## config.mk

```make
export PLATFORM = sky130hd
export DESIGN_NAME = inc_counter_seq_ctrl_flat
export DESIGN_NICKNAME = d
export VERILOG_FILES = /design/src/rtl/inc_counter_seq_ctrl_if.sv /design/src/rtl/inc_counter_seq_ctrl.sv /design/src/flat_wrapper.sv
export SDC_FILE = /design/constraint.sdc
export NUM_CORES = 1
export LEC_CHECK = 0
export BUFFER_PORTS_ARGS = -buffer_cell sky130_fd_sc_hd__buf_2
export CAP_MARGIN = 40
export CORE_MARGIN = 5
export CORE_UTILIZATION = 48
export DETAILED_ROUTE_END_ITERATION = 10
export PLACE_DENSITY = 0.78
export SKIP_CTS_REPAIR_TIMING = 1
export SYNTH_ARGS = -nofsm -noshare
export SYNTH_HDL_FRONTEND = slang
export SYNTH_SLANG_ARGS = --single-unit
export TNS_END_PERCENT = 100
```

## constraint.sdc

```tcl
create_clock -name clk -period 2.3 [get_ports clk]
set_input_delay 0.115 -clock clk [delete_from_list [all_inputs] [get_ports clk]]
set_output_delay 0.115 -clock clk [all_outputs]
set_load 0.02 [all_outputs]
```

## src/rtl/inc_counter_seq_ctrl_if.sv

```systemverilog
// Control and counter-side signals of the counter sequencer.
// slave = sequencer view, master = system controller / counter side view.
interface inc_counter_seq_ctrl_if #(
    parameter int WIDTH = 8,
    parameter int REP_W = 4
);
    logic             start;
    logic [WIDTH-1:0] start_value;
    logic [WIDTH-1:0] end_value;
    logic [REP_W-1:0] repeat_cnt;
    logic             pause;
    logic             abort;
    logic             busy;
    logic             wrap;
    logic             done;
    logic [WIDTH-1:0] cnt_data;
    logic             cnt_load;
    logic             cnt_enable;
    logic [WIDTH-1:0] cnt_value;

    modport slave (
        input  start, start_value, end_value, repeat_cnt, pause, abort, cnt_value,
        output busy, wrap, done, cnt_data, cnt_load, cnt_enable
    );

    modport master (
        output start, start_value, end_value, repeat_cnt, pause, abort, cnt_value,
        input  busy, wrap, done, cnt_data, cnt_load, cnt_enable
    );
endinterface

```

## src/rtl/inc_counter_seq_ctrl.sv

```systemverilog
// Sequences an external load/enable up-counter from a start to an end value
// for N periods (or continuously), with pause, abort, wrap and done pulses.
//
// state | meaning
// IDLE  | waiting for start; all outputs low
// LOAD  | counter loaded with captured start value
// RUN   | counting up until cnt_value reaches end value
// DONE  | one-cycle done pulse after the final period
module inc_counter_seq_ctrl #(
    parameter int WIDTH = 8,
    parameter int REP_W = 4
) (
    input  logic                  clk,
    input  logic                  reset_n,
    inc_counter_seq_ctrl_if.slave bus
);
    typedef enum logic [1:0] {IDLE, LOAD, RUN, DONE} state_t;

    state_t           state, state_nxt;
    logic [WIDTH-1:0] start_reg;
    logic [WIDTH-1:0] end_reg;
    logic [REP_W-1:0] rep_left;

    logic accept;
    logic hit;
    logic busy_c, wrap_c, done_c, load_c, enable_c;

    assign accept = (state == IDLE) && bus.start && !bus.abort;
    assign hit    = (state == RUN) && (bus.cnt_value == end_reg);

    always_ff @(posedge clk or negedge reset_n) begin
        if (!reset_n) begin
            state <= IDLE;
        end else begin
            state <= state_nxt;
        end
    end

    // rep_left only moves on a period that completes without abort; 0 means run forever
    always_ff @(posedge clk or negedge reset_n) begin
        if (!reset_n) begin
            start_reg <= '0;
            end_reg   <= '0;
            rep_left  <= '0;
        end else if (accept) begin
            start_reg <= bus.start_value;
            end_reg   <= bus.end_value;
            rep_left  <= bus.repeat_cnt;
        end else if (hit && !bus.abort && (rep_left > REP_W'(1))) begin
            rep_left <= rep_left - REP_W'(1);
        end
    end

    always_comb begin
        state_nxt = state;
        busy_c    = 1'b0;
        wrap_c    = 1'b0;
        done_c    = 1'b0;
        load_c    = 1'b0;
        enable_c  = 1'b0;
        case (state)
            IDLE: begin
                if (accept) state_nxt = LOAD;
            end
            LOAD: begin
                busy_c    = 1'b1;
                load_c    = !bus.abort;
                state_nxt = bus.abort ? IDLE : RUN;
            end
            RUN: begin
                busy_c = 1'b1;
                if (bus.abort) begin
                    state_nxt = IDLE;
                end else if (hit) begin
                    wrap_c    = 1'b1;
                    state_nxt = (rep_left == REP_W'(1)) ? DONE : LOAD;
                end else begin
                    enable_c = !bus.pause;
                end
            end
            DONE: begin
                done_c    = !bus.abort;
                state_nxt = IDLE;
            end
            default: state_nxt = IDLE;
        endcase
    end

    assign bus.busy       = busy_c;
    assign bus.wrap       = wrap_c;
    assign bus.done       = done_c;
    assign bus.cnt_load   = load_c;
    assign bus.cnt_enable = enable_c;
    assign bus.cnt_data   = (state == IDLE) ? '0 : start_reg;
endmodule
```

## src/flat_wrapper.sv

```systemverilog
// flat-port wrapper written by rule: the top's interface ports become plain ports
module inc_counter_seq_ctrl_flat 
#(
    parameter int WIDTH = 8,
    parameter int REP_W = 4
)
  (clk, reset_n, bus_start, bus_start_value, bus_end_value, bus_repeat_cnt, bus_pause, bus_abort, bus_cnt_value, bus_busy, bus_wrap, bus_done, bus_cnt_data, bus_cnt_load, bus_cnt_enable);
  inc_counter_seq_ctrl_if #(.WIDTH(WIDTH), .REP_W(REP_W)) bus_i ();
  input  logic clk;
  input  logic reset_n;
  input wire logic [$bits(bus_i.start)-1:0] bus_start;
  input wire logic [$bits(bus_i.start_value)-1:0] bus_start_value;
  input wire logic [$bits(bus_i.end_value)-1:0] bus_end_value;
  input wire logic [$bits(bus_i.repeat_cnt)-1:0] bus_repeat_cnt;
  input wire logic [$bits(bus_i.pause)-1:0] bus_pause;
  input wire logic [$bits(bus_i.abort)-1:0] bus_abort;
  input wire logic [$bits(bus_i.cnt_value)-1:0] bus_cnt_value;
  output wire logic [$bits(bus_i.busy)-1:0] bus_busy;
  output wire logic [$bits(bus_i.wrap)-1:0] bus_wrap;
  output wire logic [$bits(bus_i.done)-1:0] bus_done;
  output wire logic [$bits(bus_i.cnt_data)-1:0] bus_cnt_data;
  output wire logic [$bits(bus_i.cnt_load)-1:0] bus_cnt_load;
  output wire logic [$bits(bus_i.cnt_enable)-1:0] bus_cnt_enable;
  assign bus_i.start = bus_start;
  assign bus_i.start_value = bus_start_value;
  assign bus_i.end_value = bus_end_value;
  assign bus_i.repeat_cnt = bus_repeat_cnt;
  assign bus_i.pause = bus_pause;
  assign bus_i.abort = bus_abort;
  assign bus_i.cnt_value = bus_cnt_value;
  assign bus_busy = bus_i.busy;
  assign bus_wrap = bus_i.wrap;
  assign bus_done = bus_i.done;
  assign bus_cnt_data = bus_i.cnt_data;
  assign bus_cnt_load = bus_i.cnt_load;
  assign bus_cnt_enable = bus_i.cnt_enable;
  inc_counter_seq_ctrl #(.WIDTH(WIDTH), .REP_W(REP_W)) u_core (.clk(clk), .reset_n(reset_n), .bus(bus_i));
endmodule
```

; Word level (Yosys, flattened, before mapping)
; Index checks and enable logic that the tools add are counted.
[word_totals]
ff_bits = 22
input_bits = 33
out_inout_bits = 13
wordCells = 42
[classes]
addsub = 1
magnitude_cmp = 1
n_eq_ne = 7
n_mux = 18
n_reduce_logical = 11
[op_table]
columns = op, n
row1 = $mux 2, 5
row2 = $mux 1, 9
row3 = $eq 8x8->1, 1
row4 = $mux 4, 2
row5 = $mux 8, 1
row6 = $pmux 2 s4, 1
row7 = $logic_and 1x1->1, 5
row8 = $eq 2x2->1 const B, 2
row9 = $eq 4x1->1 const B, 1
row10 = $gt 4x1->1 const B, 1
row11 = $sub 4x1->4 const B, 1
row12 = $ne 3x2->1 const B, 1
row13 = $eq 2x1->1 const B, 1
row14 = $logic_not 1->1, 2
row15 = $logic_not 2->1, 1
row16 = $ne 2x1->1 const B, 1
row17 = $reduce_and 2->1, 1
row18 = $reduce_bool 2->1, 1
row19 = $reduce_or 2->1, 1

; Logic depth before layout (Yosys ltp)
[depth]
ltp_word = 6
mapped_depth = 7
ltp_nobuf = 7

; Least setup slack after synthesis
; Ideal clock, no wire load.
[synth_timing]
path_type = register -> output
startpoint = register u_core.end_reg[1]
endpoint = output port bus_wrap
arrival_time_ps = 1625
required_time_ps = 2185
setup_slack_ps = 560
path_stages_with_launch = 4
path_buffers = 0
path_cell_list = dfrtp_1 > xor2_1 > or3_4 > nor4_1
[synth_between]
elab_chain_len = 5
[synth_lines]
columns = element, line
row1 = start: declaration, inc_counter_seq_ctrl.sv:21  ; logic [WIDTH-1:0] end_reg;
row2 = start signal: assignment, inc_counter_seq_ctrl.sv:47  ; end_reg <= bus.end_value;
row3 = $eq 8x8->1, inc_counter_seq_ctrl.sv:29  ; assign hit = (state == RUN) && (bus.cnt_value == end_reg);
row4 = $logic_and 1x1->1, inc_counter_seq_ctrl.sv:29
row5 = $mux 1, inc_counter_seq_ctrl.sv:74  ; end else if (hit) begin
row6 = $mux 1, inc_counter_seq_ctrl.sv:72  ; if (bus.abort) begin
row7 = $mux 1, inc_counter_seq_ctrl.sv:61  ; case (state)
row8 = end: declaration, flat_wrapper.sv:19  ; output wire logic [$bits(bus_i.wrap)-1:0] bus_wrap;
; Every way passes these cells.

; Final worst setup path
; Same ends and word-level chain as after synthesis.

==> qor.csv <==
stage,metric,value,unit
outcome,status,completed,
layout,nFillCells,233,
layout,antenna_cells,0,
worst_setup_path,r2r-start,u_core.rep_left[0],
power_and_ir_drop,intPower,1.12,mW
routing,drt-pass1-iter-count,3,
placement,portBuffers,45,
worst_setup_path,crit_chain,xor2_1 > or3_4 > nor4_1 > buf_2,
yosys,yosysUniqueCellTypes,30,
die,dieArea,0.00373,mm^2
routing,drt_first_iter_violations,7,
sta,worst-slew-pin-transition,0.503,ns
worst_setup_path,crit_start,u_core.end_reg[1],
run,maxCapViolations,0,
worst_setup_path,crit_family,simple AND/OR/NAND/NOR gates,
sta,post-route-period-util,82.4,%
power_and_ir_drop,power_switching,0.786,mW
clock_tree,h-tree-depth,1,
yosys,synth_seq_cells,22,
worst_setup_path,slowest_delay,0.41,ns
routing,vias,971,
global_routing,grtUsageTotal,16.5,%
worst_setup_path,cp-end-kind,output port,
layout,multi_input_area,661,um^2
clock_tree,insertion_delay,0.31,ns
min_path,min_from,bus_start_value[0],
die,rows,18,
global_routing,grt_pass1_vias,1077,
sta,fin_worst_skew,0.00340,ns
layout,syn_to_final_growth,24.0,%
power_and_ir_drop,p_per_area,1230,mW/mm^2
sta,rsz0062_at_grt,no,
yosys,synth_cells,111,
die,start_util,50.5,%
worst_setup_path,worstPathArrival,1.78,ns
die,ios,46,
worst_setup_path,critical-path-slowest-cell,dfrtp_1,
sta,layout_setup_ws,0.404,ns
routing,antenna_left,0,
power_and_ir_drop,vdd_ir_drop_max,0.000758,V
die,die_x,61.1,um
global_routing,grt_max_degree,23,
sta,fin_setup_tns,0,ns
worst_setup_path,cp.required,2.18,ns
power_and_ir_drop,swShare,41.2,%
routing,wl,2710,um
clock_tree,cts_made_buffers,3,
yosys,syn-num-nets,151,
die,die_height,61.1,um
worst_setup_path,path_class,flop to output port,
worst_setup_path,cp-start-kind,flop,
worst_setup_path,path_buf_inv,1,
sta,finalHoldViolations,0,
sta,finalSetupViolCount,0,
global_routing,grt_pass1_wl,4520,um
min_path,min_path_type,input pin to flop,
placement,dpl_worst_slack,0.452,ns
power_and_ir_drop,seq_power_share,37.5,%
sta,final.min_clock_period,1.90,ns
global_routing,antenna_found_initial,0,
routing,wl_per_cell,14.3,um
layout,drive_above_1_share,45.9,%
placement,gp_congestion,0.821,
layout,seqCellArea,551,um^2
power_and_ir_drop,pwr-share-clk,9.4,%
yosys,syn_avg_cell_area,11.3,um^2
sta,fmax,0.527,GHz
layout,nets,201,
clock_tree,cts_sinks,22,
yosys,yosysSeqAreaShare,44.0,%
power_and_ir_drop,leakage,0.768,nW
clock_tree,clockRootBuffer,clkbuf_4,
sta,fin_hold_ws,0.0301,ns
clock_tree,tritoncts,yes,
clock_tree,clkTransAtPathRegs,0.12,ns
die,core-area,0.00248,mm^2
routing,post_drt_via_cell_ratio,5.14,
power_and_ir_drop,comb_power_share,53.1,%
sta,slew-limit-headroom,66.4,%
global_routing,grt_overflow,0,
worst_setup_path,crit_fanout,2,
clock_tree,cts_buffer_depth,2,
yosys,ys.warnings.count,0,
routing,drc,0,
placement,hpwlAfterDp,2200,um
yosys,syn_area,0.00125,mm^2
sta,slew_violations,0,
-- power groups by stage --
| stage | combinational (mW) | sequential (mW) | clock [mW] |
|---|---|---|---|
| after global routing | 1.13 | 0.741 | 0.199 |
| after global placement | 0.982 | 0.702 | 0 |
| after floorplan | 0.754 | 0.681 | 0 |
| after detailed placement | 1.02 | 0.722 | 0 |
| final | 1.01 | 0.716 | 0.179 |
| after CTS | 1.03 | 0.715 | 0.185 |
-- cell families (layout without fill, tap and decap cells) --
kind of cell | Yosys count | in the layout | synth area share [%]
AOI/OAI and AO/OA | 11 | 11 | 5.70
xor gates and xnor gates | 10 | 10 | 7.00
adders and majority gates | 7 | 7 | 7.00
buffers and inverters | 10 | 58 | 3.20
DFF | 22 | 22 | 44.0
muxes | 17 | 17 | 15.6
and+or+nand+nor | 34 | 34 | 17.5
-- synth_stat cells --
master	instances	area (um^2)
a21oi_1	3	15.0
a2bb2oi_1	1	8.76
a31oi_1	2	12.5
a32oi_1	1	8.76
and4_1	3	26.3
buf_2	2	10.0
clkbuf_1	2	7.51
dfrtp_1	22	551
ha_1	7	87.6
inv_1	6	22.5
mux2_2	16	180
mux2_4	1	15.0
nand2_1	1	3.75
nand2b_1	1	6.26
nand3b_1	1	7.51
nand4_1	2	12.5
nor2_1	5	18.8
nor2b_1	10	62.6
nor3_1	3	15.0
nor3_4	1	16.3
nor3b_1	1	7.51
nor4_1	1	6.26
o21a_1	1	7.51
o21ai_0	2	10.0
o21ai_2	1	8.76
or2_2	2	12.5
or3_1	2	12.5
or3_4	1	11.3
xnor2_1	5	43.8
xor2_1	5	43.8
-- cell usage in the layout (no fill, tap or decap), types with 2 or more instances in the layout --
master and n:
a21oi_1 3, a31oi_1 2, and4_1 3, buf_2 45, buf_4 3, clkbuf_4 3, dfrtp_1 22, ha_1 7
inv_1 6, mux2_2 16, nand4_1 2, nor2_1 5, nor2b_1 10, nor3_1 3, o21ai_0 2, or2_2 2
or3_1 2, xnor2_1 5, xor2_1 5
-- area by class of cell --
type                       count  area share, %
multi-input combinational     79           42.6
sequential                    22           35.5
timing repair buffer          49           16.6
tap                           30           2.42
clock buffer                   3           1.45
inverter                       6           1.45
-- final timing paths --
kind / endpoint / slack [ns] / depth (start not counted)
setup reg to reg: u_core.rep_left[3] / 0.42 / 7
setup / recovery: bus_wrap / 0.40 / 4
hold reg to reg: u_core.start_reg[0] / 0.52 / 1
min in group asynchronous: u_core.state[1] / 0.29 / 2
hold / removal: u_core.start_reg[0] / 0.03 / 2
max in group asynchronous: u_core.rep_left[0] / 1.67 / 2
-- stage by stage --
stage          util [%]  cell area, um^2  std cells  power [mW]
2_1_floorplan         -             1250        111        1.44
3_3_place_gp       61.3             1520        185        1.68
3_5_place_dp       61.3             1520        185        1.74
4_1_cts            62.2             1540        188        1.93
5_1_grt            62.6             1550        189        2.07
6_report           62.6             1550        189        1.91
-- metal layers --
layer / part of all wire [%] / vias up / global-route usage [%]
met2: 51 / 29 / 29.5
met1: 41 / 459 / 19.1
met3: 7.6 / 3 / 4.61
met5: 0 / - / 0
met4: 0.81 / 0 / 5.26
li1: - / 480 / -
No activity file was read; power rests on OpenSTA's default activity.
